[config.mk]
export PLATFORM = sky130hd
export DESIGN_NAME = mem_ctrl
export DESIGN_NICKNAME = d
export VERILOG_FILES = /design/src/rtl/mem_ctrl.sv
export SDC_FILE = /design/constraint.sdc
export NUM_CORES = 1
export LEC_CHECK = 0
export BUFFER_PORTS_ARGS = -buffer_cell sky130_fd_sc_hd__buf_2
export CAP_MARGIN = 20
export CORE_ASPECT_RATIO = 0.5
export CORE_UTILIZATION = 37
export CTS_BUF_LIST = sky130_fd_sc_hd__clkbuf_4
export DETAILED_ROUTE_END_ITERATION = 10
export GPL_TIMING_DRIVEN = 1
export PLACE_DENSITY = 0.66
export SLEW_MARGIN = 20
export SYNTH_ARGS = -nofsm -noshare
export SYNTH_HDL_FRONTEND = slang
export SYNTH_SLANG_ARGS = --single-unit
[constraint.sdc]
create_clock -name clk -period 3.85 [get_ports clk]
set_input_delay 0.385 -clock clk [delete_from_list [all_inputs] [get_ports clk]]
set_output_delay 0.385 -clock clk [all_outputs]
set_load 0.01 [all_outputs]
[src/rtl/mem_ctrl.sv]
// Byte-serial memory controller: arbitrates the fetcher and the load/store buffer
// onto the 8-bit RAM port and assembles little-endian 32-bit results.
module mem_ctrl (
  input  logic        clk,
  input  logic        rst,
  input  logic        rdy,
  input  logic [7:0]  mem_din,
  output logic [7:0]  mem_dout,
  output logic [31:0] mem_a,
  output logic        mem_wr,
  input  logic        io_buffer_full,
  input  logic        if_ready,
  input  logic [31:0] if_addr,
  output logic        to_if_ok,
  output logic [31:0] to_if_data,
  input  logic        lsb_ready,
  input  logic        lsb_wr,
  input  logic [1:0]  lsb_len,
  input  logic [31:0] lsb_addr,
  input  logic [31:0] lsb_wdata,
  output logic        to_lsb_ok,
  output logic [31:0] to_lsb_data,
  input  logic        rob_clear,
  output logic [1:0]  dbg_state
);

  // Requests are level-held by the requesters: a request is taken in IDLE and
  // acknowledged by a one-cycle ok pulse in DONE, after which ready drops.
  typedef enum logic [1:0] {
    S_IDLE  = 2'd0,
    S_READ  = 2'd1,
    S_WRITE = 2'd2,
    S_DONE  = 2'd3
  } state_t;

  state_t      state;
  logic        owner_lsb;
  logic [2:0]  n_bytes;
  logic [2:0]  cnt;
  logic [31:0] wdata;
  logic [31:0] rdata;

  logic        lsb_io_block;
  logic        take_lsb;
  logic [2:0]  lsb_n;
  logic [4:0]  cap_sh;
  logic [4:0]  wr_sh;
  logic [31:0] rd_next;
  logic [31:0] wr_shifted;

  assign dbg_state = state;

  // Stores into the IO window wait for UART space; the fetcher may slip past.
  assign lsb_io_block = lsb_wr && (lsb_addr[17:16] == 2'b11) && io_buffer_full;
  assign take_lsb     = lsb_ready && !lsb_io_block;

  always_comb begin
    case (lsb_len)
      2'd0:    lsb_n = 3'd1;
      2'd1:    lsb_n = 3'd2;
      default: lsb_n = 3'd4;
    endcase
  end

  // In READ, cnt counts cycles spent there; mem_din carries byte cnt-1.
  assign cap_sh     = {cnt[1:0] - 2'd1, 3'b000};
  assign rd_next    = rdata | ({24'd0, mem_din} << cap_sh);
  assign wr_sh      = {cnt[1:0] + 2'd1, 3'b000};
  assign wr_shifted = wdata >> wr_sh;

  always_ff @(posedge clk) begin
    if (rst) begin
      state       <= S_IDLE;
      owner_lsb   <= 1'b0;
      n_bytes     <= 3'd0;
      cnt         <= 3'd0;
      wdata       <= 32'd0;
      rdata       <= 32'd0;
      mem_a       <= 32'd0;
      mem_dout    <= 8'd0;
      mem_wr      <= 1'b0;
      to_if_ok    <= 1'b0;
      to_if_data  <= 32'd0;
      to_lsb_ok   <= 1'b0;
      to_lsb_data <= 32'd0;
    end else if (rdy) begin
      case (state)
        S_IDLE: begin
          to_if_ok  <= 1'b0;
          to_lsb_ok <= 1'b0;
          mem_wr    <= 1'b0;
          if (rob_clear) begin
            state <= S_IDLE;
          end else if (take_lsb) begin
            owner_lsb <= 1'b1;
            mem_a     <= lsb_addr;
            n_bytes   <= lsb_n;
            wdata     <= lsb_wdata;
            cnt       <= 3'd0;
            rdata     <= 32'd0;
            if (lsb_wr) begin
              mem_wr   <= 1'b1;
              mem_dout <= lsb_wdata[7:0];
              state    <= S_WRITE;
            end else begin
              state <= S_READ;
            end
          end else if (if_ready) begin
            owner_lsb <= 1'b0;
            mem_a     <= if_addr;
            n_bytes   <= 3'd4;
            cnt       <= 3'd0;
            rdata     <= 32'd0;
            state     <= S_READ;
          end
        end

        S_READ: begin
          if (rob_clear) begin
            state  <= S_IDLE;
            mem_wr <= 1'b0;
            rdata  <= 32'd0;
          end else begin
            if (cnt != 3'd0) rdata <= rd_next;
            if (cnt == n_bytes) begin
              state <= S_DONE;
              if (owner_lsb) begin
                to_lsb_ok   <= 1'b1;
                to_lsb_data <= rd_next;
              end else begin
                to_if_ok   <= 1'b1;
                to_if_data <= rd_next;
              end
            end else begin
              cnt <= cnt + 3'd1;
              if ((cnt + 3'd1) < n_bytes) mem_a <= mem_a + 32'd1;
            end
          end
        end

        // A store that has started is already committed, so rollback cannot stop it.
        S_WRITE: begin
          if (cnt == (n_bytes - 3'd1)) begin
            mem_wr    <= 1'b0;
            to_lsb_ok <= 1'b1;
            state     <= S_DONE;
          end else begin
            cnt      <= cnt + 3'd1;
            mem_a    <= mem_a + 32'd1;
            mem_dout <= wr_shifted[7:0];
          end
        end

        S_DONE: begin
          to_if_ok  <= 1'b0;
          to_lsb_ok <= 1'b0;
          state     <= S_IDLE;
        end

        default: state <= S_IDLE;
      endcase
    end
  end

endmodule

After elaboration in Yosys (flattened, before gate mapping)
Index checks and enable logic that the tools add are counted.

word-level totals
  register bits after elaboration = 180
  input bits = 114
  output and inout bits = 109
  logic and storage cells = 126

cells by class
  add/subtract/negate cells = 5
  magnitude comparators = 1
  equality and inequality tests = 23
  shift operators = 2
  multiplexer cells = 54
  bitwise logic cells = 3
  reduce and logical (&&, ||, !) cells = 25

operator list
  kind                                                             number
  32-bit 2-to-1 mux                                                12
  32-bit case mux with 3 select lines                              1
  32-bit case mux with 2 select lines                              1
  32-bit by 1-bit adder with 32-bit output, second input constant  1
  8-bit 2-to-1 mux                                                 4
  32-bit bitwise OR                                                1
  8-bit by 5-bit << shifter with 32-bit output                     1
  32-bit by 5-bit >> shifter with 8-bit output                     1
  5-bit AND reduction                                              5
  3-bit 2-to-1 mux                                                 8
  2-bit inequality test, second input constant                     12
  8-bit case mux with 2 select lines                               1
  4-bit AND reduction                                              4
  1-bit 2-to-1 mux                                                 14
  2-bit 2-to-1 mux                                                 7
  3-bit inequality test, second input constant                     3
  3-bit case mux with 3 select lines                               1
  2-bit case mux with 4 select lines                               1
  8-bit AND reduction                                              1
  2-bit nonzero test                                               4
  7-bit AND reduction                                              1
  2-bit equality test, second input constant                       3
  3-bit equality test                                              2
  1-bit case mux with 3 select lines                               2
  16 further kinds                                                 22

Longest topological paths before layout
  word-level depth = 8
  gate-level depth with buffers = 13
  gate-level depth less buffers = 9

Least setup slack after synthesis
OpenSTA, ideal clock, no wires.

  kind = reg2reg
  start point = reg cnt[0]
  end point = reg mem_a[28]
  setup time = 0.095 ns
  data arrival time = 2.978 ns
  required time = 3.755 ns
  slack = 0.777 ns
  stages on the path, launching flop included = 13
  buffers on the path = 3
  period minus slack after synthesis = 3.073 ns
  path through = dfxtp_1 > clkbuf_1 > buf_2 > inv_1 > ha_1 > ha_1 > nor2b_1 > o21a_1 > o41ai_1 > nand2b_1 > buf_2 > or4_1 > o311ai_1

between the ends
  longest elaborated chain between the ends = 4
  elaborated cells on any way between the ends = 8
  classes of those cells = 1 x add/sub; 1 x order compare; 5 x eq/ne; 1 x reduce/logical

ends and longest elaborated chain
  element                                   line  text
  from (decl)                               39    logic [2:0] cnt;
  from (signal assigned)                    135   cnt <= cnt + 3'd1;
  from (signal assigned)                    148   cnt <= cnt + 3'd1;
  3-bit by 1-bit adder with 3-bit output    136   if ((cnt + 3'd1) < n_bytes) mem_a <= mem_a + 32'd1;
  3-bit less-than comparator                136
  2-bit inequality test (no source line)    n/a
  8-bit AND reduction (no source line) (*)  n/a
  to (signal assigned)                      110   mem_a <= if_addr;
  to (signal assigned)                      136
  to (signal assigned)                      149   mem_a <= mem_a + 32'd1;
  to (decl)                                 9     output logic [31:0] mem_a,

Mark *: on every way between the ends. The rest lies on a longest branch, timed or not.
A chain may end at the register's enable or synchronous reset.

Worst setup path in the final report
  start point = reg cnt[0]
  end point = reg mem_a[24]

The elaborated chain is that of the path after synthesis.

==> flow_summary.yaml <==
worst_setup_path:
  startpoint: "cnt[0]"
  crit_path_frequent_cell: "ha_1"
  slowest_delay_ns: 0.62
  timing.critical_path.to_type: "flop"
  regToRegStartpoint: "cnt[0]"
  rrSetupSlack_ns: 0.58
  worstReg2RegEnd: "mem_a[24]"
  path_class: "flop to flop"
  rr_worst_depth: 10
  critical_path_peak_fanout: 16
  crit_end: "mem_a[24]"
  cpMaxStageDelayCell: "dfxtp_1"
  critical_path_depth: 10
  path_cells: "inv_1 > ha_1 > ha_1 > nor2b_1 > o21a_1 > o41ai_1 > nand2b_1 > buf_4 > nor4_1 > a211o_1"
  critical_path_required_ns: 4.44
  critPathArrivalTime_ns: 3.85
  critical_path.startpoint_type: "flop"
  timing.critical_path.buf_inv: 2
  critical-path-top-delay-family: "simple AND/OR/NAND/NOR gates"
global_routing:
  antenna_violations_before_repair: 3
  grt_start_max_net_pins: 116
  globalRouteTotalUtil: 0.2144
  first_global_vias: 7695
  grt-ovfl-total: 0
  grt_pass1_wl_um: 39520
sta:
  clock-skew-final_ns: 0.02634
  fmaxAchievable_mhz: 306.1
  unrepaired_setup_endpoints_after_global_routing: "no"
  tightestPinTransition_ns: 0.9112
  setup_tns_ns: 0
  fin_hold_ws_ns: 0.08735
  timing.final.max_slew_violations: 0
  finalHoldViolCount: 0
  timing.final.setup_violations: 0
  final.period_utilization: 0.8486
  relSlewSlack: 0.3878
  final.min_clock_period_ns: 3.267
routing:
  drt-wirelength-per-cell_um: 16.29
  viasPerCell: 5.358
  detailroute.via_count: 8300
  detail-route-antenna-nets: 0
  detailedRoute.firstIterationViolations: 608
  drc: 0
  routed_wire_length_um: 25240
  drt_pass1_iterations: 5
synthesis:
  dominantRegCellSynth: "dfxtp_1"
  yosysUniqueCellTypes: 65
  synth_largest_type_area_fraction: 0.4331
  async_reset_ff_frac: 0
  postSynthRegisterBits: 180
  edff_count_synth: 0
  yosysMostFrequentCell: "dfxtp_1"
  ys_top_cells_by_count: "dfxtp_1, nand2_1, a21oi_1"
  synth.largest_area_cell: "dfxtp_1"
  synth.cell_area_um2: 8319
  yosysWarnings: 0
  synth_area_per_cell_um2: 8.077
  synth-seq-area-share: 0.4331
  syn_nets: 1155
  synth_area_leaders: "dfxtp_1, a21oi_1, a211oi_1, nand2_1, nor2_1"
  netlist_instances: 1030
status:
  run_status: "finished, final reports clean"
clocking:
  clk_pin_slew_ns: 0.15
  clock_sinks: 180
  clk_root_buffer_cell: "clkbuf_4"
  cts_resized: 0
  cts-buffers-inserted: 17
  tritoncts_clock_tree: "done"
  cts.hold.buffers_added: 33
  h-tree-depth: 4
  cts_max_path_buffers: 2
  worstSkewPairLatency_ns: 0.64
  buffer_count_from_post_cts_setup_fixing: 0
layout:
  area_delta_synth_final_pct: 23.03
  final_core_utilization: 0.4680
  multi_input_comb_area_um2: 4267
  post_route_cells_drive_above_1_share: 0.2345
  final-seq-area_um2: 3603
  final_net_count: 1357
  fillCellCount: 2167
worst_hold_path:
  hp-start: "lsb_addr[23]"
  hold_path_depth: 5
  hp-class: "input port to flop"
floorplan:
  floorplan.initialDensity: 0.3804
  die_height_um: 108.0
  io_pins: 223
  die_width_um: 214.1
  rows: 38
  design.die.area_um2: 23120
  design.core.area_um2: 21870
placement:
  number_of_port_buffers: 222
  dpl.hpwl_um: 17280
  place.gp.congestion: 0.9389
power_and_ir_drop:
  p_total_w: 0.003985
  vdd_ir_drop_max_v: 0.0002120
  leakage_nw: 4.057
  power-per-cell-area_nw_per_um2: 389.3
job:
  total_of_max_cap_violations: 0
cells by family after synthesis:
logic type,share of synthesized area
mux,0.04346
flops,0.4331
buf+inv,0.05610
simple gates,0.2239
compound gates,0.2199
fa+ha+maj,0.01654
xor+xnor,0.006918
sequential cells by signal, summed over array words and instances, names as in the netlist:
register,count
cnt,3
dbg_state,2
mem_a,32
mem_dout,8
mem_wr,1
n_bytes,3
owner_lsb,1
rdata,32
to_if_data,32
to_if_ok,1
to_lsb_data,32
to_lsb_ok,1
wdata,32
layout make-up:
cell class / count / area share
flip-flops and latches: 180 / 0.3521
repair buffers: 272 / 0.1539
clock buffers: 19 / 0.01394
multi-input cells: 735 / 0.4169
diodes: 4 / 0.0009780
well taps: 300 / 0.03667
inverters: 26 / 0.009535
clock inverters: 13 / 0.01601
stage by stage:
stage          std cells  area, um^2  setup WS [ns]
6_report            1549       10230         0.5828
5_1_grt             1549       10230         0.2358
4_1_cts             1545       10220         0.5574
3_5_place_dp        1480        9582         0.5933
3_3_place_gp        1480        9582         0.7247
2_1_floorplan       1030        8319         0.7766
cells in the final DEF (no fill, tap or decap), types with 5 or more instances in the layout:
cell type	n
a211oi_1	76
a21oi_1	134
a31oi_1	5
and2_1	5
and3_1	6
buf_2	221
buf_4	17
clkbuf_4	19
dfxtp_1	180
dlygate4sd3_1	33
ha_1	11
inv_1	26
mux2i_1	17
mux4_2	8
nand2_1	146
nand3_1	16
nand4_1	23
nor2_1	132
nor2b_1	11
nor3_1	14
nor4_1	6
nor4b_1	9
o21ai_0	28
o311ai_0	8
o311ai_1	8
worst reg2reg max path, stage by stage (launching register included):
cell and delay (ns):
dfxtp_1 0.62, inv_1 0.17, ha_1 0.35, ha_1 0.27
nor2b_1 0.13, o21a_1 0.16, o41ai_1 0.34, nand2b_1 0.44
buf_4 0.34, nor4_1 0.28, a211o_1 0.14
how the worst min path moves through the flow:
stage	endpoint	slack, ns
floorplan	wdata[24]	0.43
global placement	wdata[7]	0.44
detailed placement	wdata[0]	0.45
CTS	mem_a[23]	0.05
global route	rdata[1]	0.06
finish	mem_a[23]	0.09
power by group:
part	leakage, nW	internal [W]	switching [W]
logic	2.43	0.000304	0.000465
clock network	0.167	0.000423	0.000730
registers	1.46	0.00196	0.000105
total	4.06	0.00268	0.00130
metal layers:
layer / part of all wire / wire [um] / global-route usage
met1: 0.45 / 11330 / 0.2703
met2: 0.48 / 12120 / 0.3611
met3: 0.049 / 1238 / 0.05120
met4: 0.022 / 552 / 0.07551
met5: 0 / 0 / 0
(Power assumes the default switching activity.)
